[src/rtl/pipe_out_pkg.sv]
// pipe_out_pkg: shared widths, word type and parity helper
// for the pipeline output FIFO.
package pipe_out_pkg;

  localparam int PIPE_WIDTH     = 16;
  localparam int PIPE_OUT_DEPTH = 8;

  typedef logic [PIPE_WIDTH-1:0] pipe_word_t;

  // Bit that makes the total number of ones even.
  function automatic logic even_par(pipe_word_t w);
    return ^w;
  endfunction

endpackage

[src/rtl/pipe_out_mem.sv]
// pipe_out_mem: FIFO storage array with one clocked write
// port and one asynchronous read port; contents are not reset.
module pipe_out_mem #(
  parameter int W     = 16,
  parameter int DEPTH = 8,
  parameter int AW    = $clog2(DEPTH)
) (
  input  logic          clk,
  input  logic          we,
  input  logic [AW-1:0] waddr,
  input  logic [W-1:0]  wdata,
  input  logic [AW-1:0] raddr,
  output logic [W-1:0]  rdata
);

  logic [W-1:0] mem_q [DEPTH];

  always_ff @(posedge clk) begin
    if (we) mem_q[waddr] <= wdata;
  end

  assign rdata = mem_q[raddr];

endmodule

[src/rtl/pipe_out_fifo.sv]
// pipe_out_fifo: buffers the free-running pipeline output and
// replays it over ready/valid. Option: PIPE_OUT_PARITY_EN.
module pipe_out_fifo
  import pipe_out_pkg::*;
#(
  parameter int WIDTH     = PIPE_WIDTH,
  parameter int DEPTH     = PIPE_OUT_DEPTH,
  parameter int AFULL_LVL = 6
) (
  input  logic                     clk,
  input  logic                     rst_n,
  input  logic [WIDTH-1:0]         in_data,
  input  logic                     in_valid,
  output logic [WIDTH-1:0]         out_data,
  output logic                     out_valid,
  input  logic                     out_ready,
  output logic [$clog2(DEPTH):0]   count,
  output logic                     almost_full,
  output logic                     overflow,
  input  logic                     ovf_clr
`ifdef PIPE_OUT_PARITY_EN
  ,
  output logic                     out_par_err
`endif
);

  localparam int AW = $clog2(DEPTH);
  localparam int PW = AW + 1;
  localparam logic [PW-1:0] AFULL_C = PW'(AFULL_LVL);
  localparam logic [PW-1:0] ONE     = PW'(1);

`ifdef PIPE_OUT_PARITY_EN
  localparam int MW = WIDTH + 1;
`else
  localparam int MW = WIDTH;
`endif

  logic [PW-1:0] wr_ptr_q, wr_ptr_d;
  logic [PW-1:0] rd_ptr_q, rd_ptr_d;
  logic [PW-1:0] count_q, count_d;
  logic          ovf_q, ovf_d;

  logic          full, push, pop, drop;
  logic [MW-1:0] wdata, rdata;

  assign full = (wr_ptr_q[AW-1:0] == rd_ptr_q[AW-1:0]) &&
                (wr_ptr_q[AW] != rd_ptr_q[AW]);

  assign out_valid = (count_q != '0);
  assign pop       = out_valid & out_ready;
  assign push      = in_valid & (~full | pop);
  assign drop      = in_valid & full & ~pop;

  always_comb begin
    wr_ptr_d = wr_ptr_q;
    rd_ptr_d = rd_ptr_q;
    count_d  = count_q;
    if (push) wr_ptr_d = wr_ptr_q + ONE;
    if (pop)  rd_ptr_d = rd_ptr_q + ONE;
    unique case (1'b1)
      push & ~pop: count_d = count_q + ONE;
      pop & ~push: count_d = count_q - ONE;
      default:     count_d = count_q;
    endcase
    // A drop outranks a coincident clear.
    ovf_d = drop | (ovf_q & ~ovf_clr);
  end

  always_ff @(posedge clk or negedge rst_n) begin
    if (!rst_n) begin
      wr_ptr_q <= '0;
      rd_ptr_q <= '0;
      count_q  <= '0;
      ovf_q    <= 1'b0;
    end else begin
      wr_ptr_q <= wr_ptr_d;
      rd_ptr_q <= rd_ptr_d;
      count_q  <= count_d;
      ovf_q    <= ovf_d;
    end
  end

`ifdef PIPE_OUT_PARITY_EN
  assign wdata = {even_par(pipe_word_t'(in_data)), in_data};
  assign out_data = rdata[WIDTH-1:0];
  assign out_par_err = out_valid &
    (even_par(pipe_word_t'(rdata[WIDTH-1:0])) != rdata[WIDTH]);
`else
  assign wdata    = in_data;
  assign out_data = rdata;
`endif

  pipe_out_mem #(
    .W     (MW),
    .DEPTH (DEPTH),
    .AW    (AW)
  ) u_mem (
    .clk   (clk),
    .we    (push),
    .waddr (wr_ptr_q[AW-1:0]),
    .wdata (wdata),
    .raddr (rd_ptr_q[AW-1:0]),
    .rdata (rdata)
  );

  assign count       = count_q;
  assign almost_full = (count_q >= AFULL_C);
  assign overflow    = ovf_q;

endmodule

[config.mk]
export PLATFORM = sky130hd
export DESIGN_NAME = pipe_out_fifo
export DESIGN_NICKNAME = d
export VERILOG_FILES = /design/src/rtl/pipe_out_pkg.sv /design/src/rtl/pipe_out_mem.sv /design/src/rtl/pipe_out_fifo.sv
export SDC_FILE = /design/constraint.sdc
export NUM_CORES = 1
export LEC_CHECK = 0
export BUFFER_PORTS_ARGS = -buffer_cell sky130_fd_sc_hd__buf_2
export CORE_MARGIN = 2
export CORE_UTILIZATION = 38
export DETAILED_ROUTE_END_ITERATION = 8
export PLACE_DENSITY = 0.55
export SLEW_MARGIN = 5
export SYNTH_ARGS = -nofsm -noshare
export SYNTH_HDL_FRONTEND = slang
export SYNTH_SLANG_ARGS = --single-unit
[constraint.sdc]
create_clock -name clk -period 4.9 [get_ports clk]
set_clock_uncertainty 0.05 [all_clocks]
set_input_delay 0.49 -clock clk [delete_from_list [all_inputs] [get_ports clk]]
set_output_delay 0.49 -clock clk [all_outputs]
set_load 0.02 [all_outputs]
[Word level (Yosys, flattened, before mapping)]
Memories as Yosys holds them, arrays and structs flattened.
Index checks and enable logic that the tools add are counted.
Widths: inputs -> output; s select.
Storage, ports and cells
  bits in registers: 13
  latch bits: 0
  bits in writable memories: 128
  ROM bits: 0
  input port bits: 21
  output and inout port bits: 23
  logic and storage cells: 31
  memories kept: 1
Operators by class
  add/subtract/negate cells: 4
  multipliers: 0
  divide/modulo/power cells: 0
  magnitude comparators: 1
  equal/unequal tests: 2
  shift-type cells: 0
  muxes and demuxes: 3
  bitwise logic cells: 13
  reduce and logical (&&, ||, !) cells: 3
Memory list
  u_mem.mem_q: depth 8, bits a word 16, read ports 1, clocked after Yosys merged registers in 0, wr ports 1, RTL line pipe_out_mem.sv:16  | logic [W-1:0] mem_q [DEPTH];
Operators by type and width (number)
  $add 4x1->4 const B: 3
  $pmux 4 s2: 1
  $and 1x1->1: 7
  $ge 4x3->1 const B: 1
  $not 1->1: 4
  $reduce_bool 4->1: 1
  $sub 4x1->4 const B: 1
  $eq 3x3->1: 1
  $mux 1: 2
  $or 1x1->1: 2
  $reduce_bool 2->1: 1
  $logic_and 1x1->1: 1
  $ne 1x1->1: 1

[Depth between registers and ports, before layout]
Gate-level depths: netlist (run 1).
  depth in word-level cells: 8
  depth in mapped cells: 8
  gate-level depth less buffers: 7

[Modules after synthesis]
Synthesis (run 1) repeated with hierarchy kept, for this count alone.
Second synthesis, totals
  cell total of the unflattened synthesis: 266
  area total of the unflattened synthesis: 5733.0 um2
Modules (own cells, without submodules)
  pipe_out_mem: instances 1, cells each 198, area each 4973.5 um2, seq. area each 3843.7 um2
  pipe_out_fifo: instances 1, cells each 68, area each 759.5 um2, seq. area each 325.3 um2

[Least setup slack after synthesis (run 1)]
Ideal clock, no wire load.
  path type: flip-flop to flip-flop
  start point: reg count_q[1], in the netlist count[1]
  end point: mem u_mem.mem_q[0][0] (enable)
  setup time: 0.430 ns
  data arrival time: 2.601 ns
  required time: 4.420 ns
  slack: 1.819 ns
  stages on the path, launching flop included: 5
  buffers on the path: 1
  clock period less this slack: 3.081 ns
  cell sequence: dfrtp_1 -> buf_4 -> o41a_1 -> o21ai_4 -> nor4_1
On the way
  cells in the longest elaborated chain, start to end: 6
RTL lines
  start: declaration: RTL line pipe_out_fifo.sv:40  | logic [PW-1:0] count_q, count_d;
  start signal: assignment: RTL line pipe_out_fifo.sv:78  | count_q <= count_d;
  $reduce_bool 4->1: RTL line pipe_out_fifo.sv:49  | assign out_valid = (count_q != '0);
  $and 1x1->1: RTL line pipe_out_fifo.sv:50  | assign pop = out_valid & out_ready;
  $or 1x1->1: RTL line pipe_out_fifo.sv:51  | assign push = in_valid & (~full | pop);
  $and 1x1->1: RTL line pipe_out_fifo.sv:51
  $mux 1: RTL line pipe_out_mem.sv:19  | if (we) mem_q[waddr] <= wdata;
  $mux 1 (implied by the code): RTL line pipe_out_mem.sv:19
  end: declaration: RTL line pipe_out_mem.sv:16
Every way passes these cells.

[Worst setup path after layout (run 1)]
  start point: reg rd_ptr_q[0]
  end point: out out_data[14]
On the way
  cells in the longest elaborated chain, start to end: 1
RTL lines
  start: declaration: RTL line pipe_out_fifo.sv:39  | logic [PW-1:0] rd_ptr_q, rd_ptr_d;
  start signal: assignment: RTL line pipe_out_fifo.sv:77  | rd_ptr_q <= rd_ptr_d;
  $mem_v2 8x16
  end: declaration: RTL line pipe_out_fifo.sv:14  | output logic [WIDTH-1:0] out_data,
Every way passes these cells.

==> results.ini, run 1 <==
[floorplanning]
initial_core_util = 0.388
die_height_um = 126
io_pins = 44
die_area_um2 = 15800
die_w_um = 126
rows = 44
core-area_um2 = 14500

[critical_path]
crit_chain = buf_4, mux4_2, mux2_2, buf_2
reg2reg_to = u_mem.mem_q[1][13]
end_kind = output port
cp-start-kind = register
cpMaxStageDelayCell = dfrtp_2
critPathTopFamily = multiplexers
critical_path_class = register to output port
path_buf_inv = 2
worst_ep_required_time_ns = 4.36
worstPathArrival_ns = 2.60
reg2reg_depth = 6
max_stage_delay_ns = 0.63
path_max_fanout = 24
r2r_slack_ns = 2.13
r2r_start = rd_ptr_q[1]

[timing]
max_clock_freq_mhz = 319
rsz0062_at_grt = false
hold_slack_ns = 0.215
finalHoldViolCount = 0
tns_ns = 0
slew_viol_final = 0
setup_violations = 0
worst_pin_slew_ns = 0.931
relSlewSlack = 0.374
timing.final.crit_share = 0.640
fin_crit_ns = 3.14

[yosys]
synth_area_um2 = 5630
syn_inst = 265
yosysWarnings = 0
ys_top_cells_by_area = edfxtp_1 68%, mux4_2 13%, dfrtp_1 5.8%, mux2_2 3.2%, xnor2_1 1.4%
yosys.area_share.simple = 0.0242
synth-async-reset-ratio = 0.0922
synth-edff-count = 128
synth_top_cell_by_area = edfxtp_1
ys.flop_type = edfxtp_1
yosysUniqueCellTypes = 40
ys_ff_latch = 141
synth-adder-area-share = 0.00666
synth_top_area_frac = 0.682
synth_compound_area_frac = 0.0289
synthTopCellsByCount = 128 x edfxtp_1, 32 x mux4_2, 16 x mux2_2
synth_most_common_cell = edfxtp_1
synth-seq-area-share = 0.740
synth_mux_area_frac = 0.165
synth_top_family_by_area = multiplexers
synth_nets = 289
synth-xor-area-share = 0.0187
avgSynthCellArea_um2 = 21.3

[cts]
h-tree-depth = 4
clock_latency_ns = 0.41
cts_buffer_depth = 2
cts_inserted_buffers = 17
cts_sinks = 141
cts_tree = done
clk_pin_slew_worst_paths_ns = 0.06
cts_post_setup_buffers_inserted = 0
clockRootBuffer = clkbuf_16

[routing]
wl_met1_um = 4530
wirelength_um = 10400
top_layer = met4
dr.pass1.iters = 4
via_count = 2680
vias_per_cell = 5.15
detail-route-antenna-nets = 0
drcViolationCount = 0
routedWlPerCell_um = 19.9
routed-wl-met2_um = 5150
first_iter_violations = 143
dr_wl_met3_um = 462

[global_route]
grt_antenna_before_repair = 1
grt_use_total = 0.141
grt_first_pass_wirelength_um = 16300
grt_max_degree = 37
grt_overflow = 0
grt_pass1_vias = 2818

[hold_path]
hp-class = input port to register
holdPathStages = 2
hold_end = overflow
hold_start = ovf_clr

[layout]
n_fill_cell = 1241
fin_area_um2 = 6750
fin_util = 0.464
final_nets = 346
synthToLayoutAreaGrowth_pct = 19.8
drive_gt1_frac = 0.448

[placement]
place.port_buffers = 43
gp_congestion = 0.684
placed_area_um2 = 6110
dp_hpwl_um = 6270

[power]
power_leakage_uw = 0.00226
power.density_nw_per_um2 = 635
peakVddDrop_v = 0.000308

[run_status]
outcome = complete, no violations

[flow_run]
cap_violations = 0

[worst max path at each step]
stage                      startpoint           endpoint  slack [ns]  cells after the start
after floorplan              count[1]  u_mem.mem_q[0][0]        1.82                      4
after CTS                 rd_ptr_q[0]       out_data[14]        1.66                      4
after global routing      rd_ptr_q[0]        out_data[9]        1.56                      4
final                     rd_ptr_q[0]       out_data[14]        1.76                      4
after global placement    rd_ptr_q[1]  u_mem.mem_q[0][7]        2.08                      6
after detailed placement  rd_ptr_q[1]  u_mem.mem_q[3][7]        2.08                      6
[per-layer routing]
metal  global-route usage  up-vias
met2                0.222       55
met3               0.0433       16
met4               0.0601        0
li1                     -     1218
met1                0.183     1391
met5                    0        -
[per-stage QoR]
step	setup WS, ns	cells	total power, µW
CTS	1.66	519	4350
detailed placement	2.08	486	3040
finish	1.76	520	4280
floorplan	1.82	265	2650
global placement	2.08	486	3030
global route	1.56	519	4510
[power breakdown]
part,switching (µW),internal (µW)
clock network,494,807
logic,699,595
registers,152,1540
[registers in the layout (all words and copies together), names as in the netlist]
name	flops
wr_ptr_q	4
count	4
u_mem.mem_q	128
rd_ptr_q	4
overflow	1
[cell usage in the layout (no fill, tap or decap), types with 3 or more instances in the layout]
| master | n |
|---|---|
| xnor2_1 | 9 |
| xor2_1 | 3 |
| clkinvlp_4 | 3 |
| nand2_1 | 7 |
| nor4_2 | 4 |
| edfxtp_1 | 128 |
| bufinv_16 | 3 |
| ha_1 | 3 |
| o211ai_1 | 4 |
| nand4_1 | 3 |
| mux2_2 | 16 |
| nor3_2 | 3 |
| inv_6 | 4 |
| buf_4 | 10 |
| dfrtp_1 | 12 |
| buf_2 | 43 |
| inv_1 | 3 |
| mux4_2 | 32 |
| clkbuf_16 | 17 |
| clkinv_4 | 4 |
[final cells by class]
class                      count  area [µm²]  share of cell area
sequential                   141        4170               0.618
clock inverter                15         188              0.0278
clock buffer                  17         425              0.0630
timing repair buffer          54         300              0.0445
antenna                        1        2.50            0.000371
inverter                       3        11.3             0.00167
multi-input combinational    105        1420               0.210
tap                          184         230              0.0341
[cells by family (layout without fill, tap and decap cells)]
family / count (synthesis) / in the layout
buffers and inverters: 19 / 89
muxes: 50 / 50
AOI/OAI and AO/OA: 16 / 16
adders and majority gates: 3 / 3
DFF: 141 / 141
xor gates and xnor gates: 12 / 12
and+or+nand+nor: 24 / 24
other: 0 / 1
[repair_timing]
| action | in CTS | in global routing |
|---|---|---|
| setup endpoints to repair | 0 | 0 |
| gates resized for setup | 0 | 0 |
| hold endpoints to repair | 13 | 0 |
| hold buffers | 1 | 0 |
[worst reg2reg max path, stage by stage, from the launching register on]
cell     delay [ns]
dfrtp_1        0.32
buf_4          0.46
xnor2_1        0.19
nand4_1        0.19
o21ai_4        0.15
nor4_2         0.73
buf_4          0.38
Note: power is estimated with default switching activity, not from simulation.
==> run 2, diff against run 1 <==
- PLACE_DENSITY: 0.55 -> 0.57
- clock period: 4.9 -> 2.75 ns (I/O delays scaled with it)
==> results.ini, run 2 (synthesis gave the netlist of run 1 again) <==
[run_status]
outcome = complete, no violations

[global_route]
grt_overflow = 0  ; unchanged
grt_pass1_vias = 2861  ; +1.5%
grt_antenna_before_repair = 0  ; -1
grt_max_degree = 36  ; -2.7%
grt_first_pass_wirelength_um = 16400  ; +0.29%
grt_use_total = 0.142  ; +0.000697

[critical_path]
max_stage_delay_ns = 0.57  ; -0.06 ns
critical_path_class = register to output port
worst_ep_required_time_ns = 2.42  ; -1.94 ns
cpMaxStageDelayCell = mux4_2
crit_chain = buf_6, mux4_2, mux2_2, buf_2
path_max_fanout = 35  ; +46%
end_kind = output port
worstPathArrival_ns = 2.25  ; -0.35 ns
cp-start-kind = register

[floorplanning]
die_height_um = 126  ; unchanged
die_area_um2 = 15800  ; unchanged
core-area_um2 = 14500  ; unchanged
io_pins = 44  ; unchanged
die_w_um = 126  ; unchanged
rows = 44  ; unchanged
initial_core_util = 0.388  ; unchanged

[placement]
place.port_buffers = 43  ; unchanged
gp_congestion = 0.707  ; +3.3%
placed_area_um2 = 6190  ; +1.2%
dp_hpwl_um = 6110  ; -2.6%

[timing]
finalHoldViolCount = 0  ; unchanged
setup_violations = 0  ; unchanged
fin_crit_ns = 2.58
relSlewSlack = 0.279  ; -0.0950
timing.final.crit_share = 0.938
slew_viol_final = 0  ; unchanged
rsz0062_at_grt = false
max_clock_freq_mhz = 388
worst_pin_slew_ns = 1.08  ; +0.144 ns

[cts]
clockRootBuffer = clkbuf_16
clk_pin_slew_worst_paths_ns = 0.05  ; about the same
cts_tree = done
h-tree-depth = 4  ; unchanged
clock_latency_ns = 0.41  ; about the same
cts_buffer_depth = 2  ; unchanged
cts_inserted_buffers = 17  ; unchanged
cts_sinks = 141  ; unchanged

[routing]
vias_per_cell = 5.14  ; -0.19%
routedWlPerCell_um = 19.6  ; -1.7%
first_iter_violations = 123  ; -14%
wirelength_um = 10300  ; -0.19%
via_count = 2716  ; +1.3%
dr.pass1.iters = 4  ; unchanged
drcViolationCount = 0  ; unchanged
detail-route-antenna-nets = 0  ; unchanged

[layout]
layout_common_cells = 128 x edfxtp_1, 43 x buf_2, 32 x mux4_2, 19 x buf_4, 17 x clkbuf_16
top_register = u_mem.mem_q
diodes = 0  ; -1
drive_gt1_frac = 0.442  ; -0.00590
fin_util = 0.461  ; -0.00318
final_nets = 357  ; +3.2%
largest_reg_flops = 128  ; unchanged
final_common_cell = edfxtp_1
n_fill_cell = 1253  ; +0.97%
fin_area_um2 = 6700  ; -0.69%
synthToLayoutAreaGrowth_pct = 18.9

[power]
power.density_nw_per_um2 = 1090  ; +72%
power_leakage_uw = 0.00225  ; about the same
peakVddDrop_v = 0.000502  ; +63%

[flow_run]
cap_violations = 0  ; unchanged

[hold_path]
hp-class = input port to register

run 2: cell count changes in the layout (fill, tap and decap cells not counted), moves of 2 or more:
cell and delta:
buf_4 +9, clkinv_1 +4, clkinv_2 +4, clkinv_4 -4
inv_6 -4, bufinv_16 -3, clkbuf_1 +2
run 2: power by group:
part | switching [µW] | total [µW] | internal [µW]
registers | 115 | 2860 | 2740
logic | 1410 | 2550 | 1140
clock network | 782 | 1900 | 1110
total | 2310 | 7300 | 5000
run 2: critical path: cells and delay by family, from the launching register on:
kind                   cells  cell delay, ns
flip-flops                 1            0.37
multiplexers               2            0.87
buffers and inverters      2            0.59
run 2: layer usage:
layer  wire [µm]  up-vias  part of all wire  GRT usage
met2        5010       49              0.48      0.221
met4         145        0             0.014     0.0530
met5           0        -                 0          0
met3         348       10             0.034     0.0450
met1        4830     1427              0.47      0.189
li1            -     1230                 -          -
run 2: path summary, 6_finish.rpt:
check                               endpoint  slack [ns]  cells past startpoint        start
max in group asynchronous        rd_ptr_q[0]        2.14                      2        rst_n
hold reg to reg                  wr_ptr_q[3]        0.43                      1  wr_ptr_q[3]
setup reg to reg                    count[2]        0.30                      7     count[2]
hold / removal             u_mem.mem_q[4][0]        0.07                      1   in_data[0]
min in group asynchronous        wr_ptr_q[3]        0.24                      2        rst_n
setup / recovery                out_data[12]        0.17                      4  rd_ptr_q[0]
run 2: timing repair:
| action | 4_1_cts | 5_1_grt |
|---|---|---|
| gates resized for setup | 1 | 0 |
| buffers inserted | 0 | 0 |
| hold buffers | 2 | 0 |
| endpoints found under the hold margin | 14 | 0 |
| endpoints found under the setup margin | 16 | 0 |
run 2: per-stage QoR:
| stage | std cells | power [µW] | setup WS (ns) | hold slack [ns] | TNS, ns |
|---|---|---|---|---|---|
| after floorplan | 265 | 4720 | -0.331 | -0.0706 | -21.20 |
| after global placement | 496 | 5480 | 0.389 | 0.137 | 0 |
| after detailed placement | 496 | 5510 | 0.317 | 0.136 | 0 |
| after CTS | 528 | 7430 | 0.0937 | 0.0587 | 0 |
| after global routing | 528 | 7710 | 0.0353 | 0.0757 | 0 |
| final | 528 | 7300 | 0.171 | 0.0744 | 0 |
run 2: final cells by class:
| type | count | area [µm²] | share of cell area |
|---|---|---|---|
| Tap cell | 184 | 230 | 0.0344 |
| Clock buffer | 19 | 433 | 0.0646 |
| Multi-Input combinational cell | 105 | 1410 | 0.211 |
| Sequential cell | 141 | 4170 | 0.622 |
| Clock inverter | 11 | 55.1 | 0.00822 |
| Timing Repair Buffer | 65 | 389 | 0.0581 |
| Inverter | 3 | 11.3 | 0.00168 |
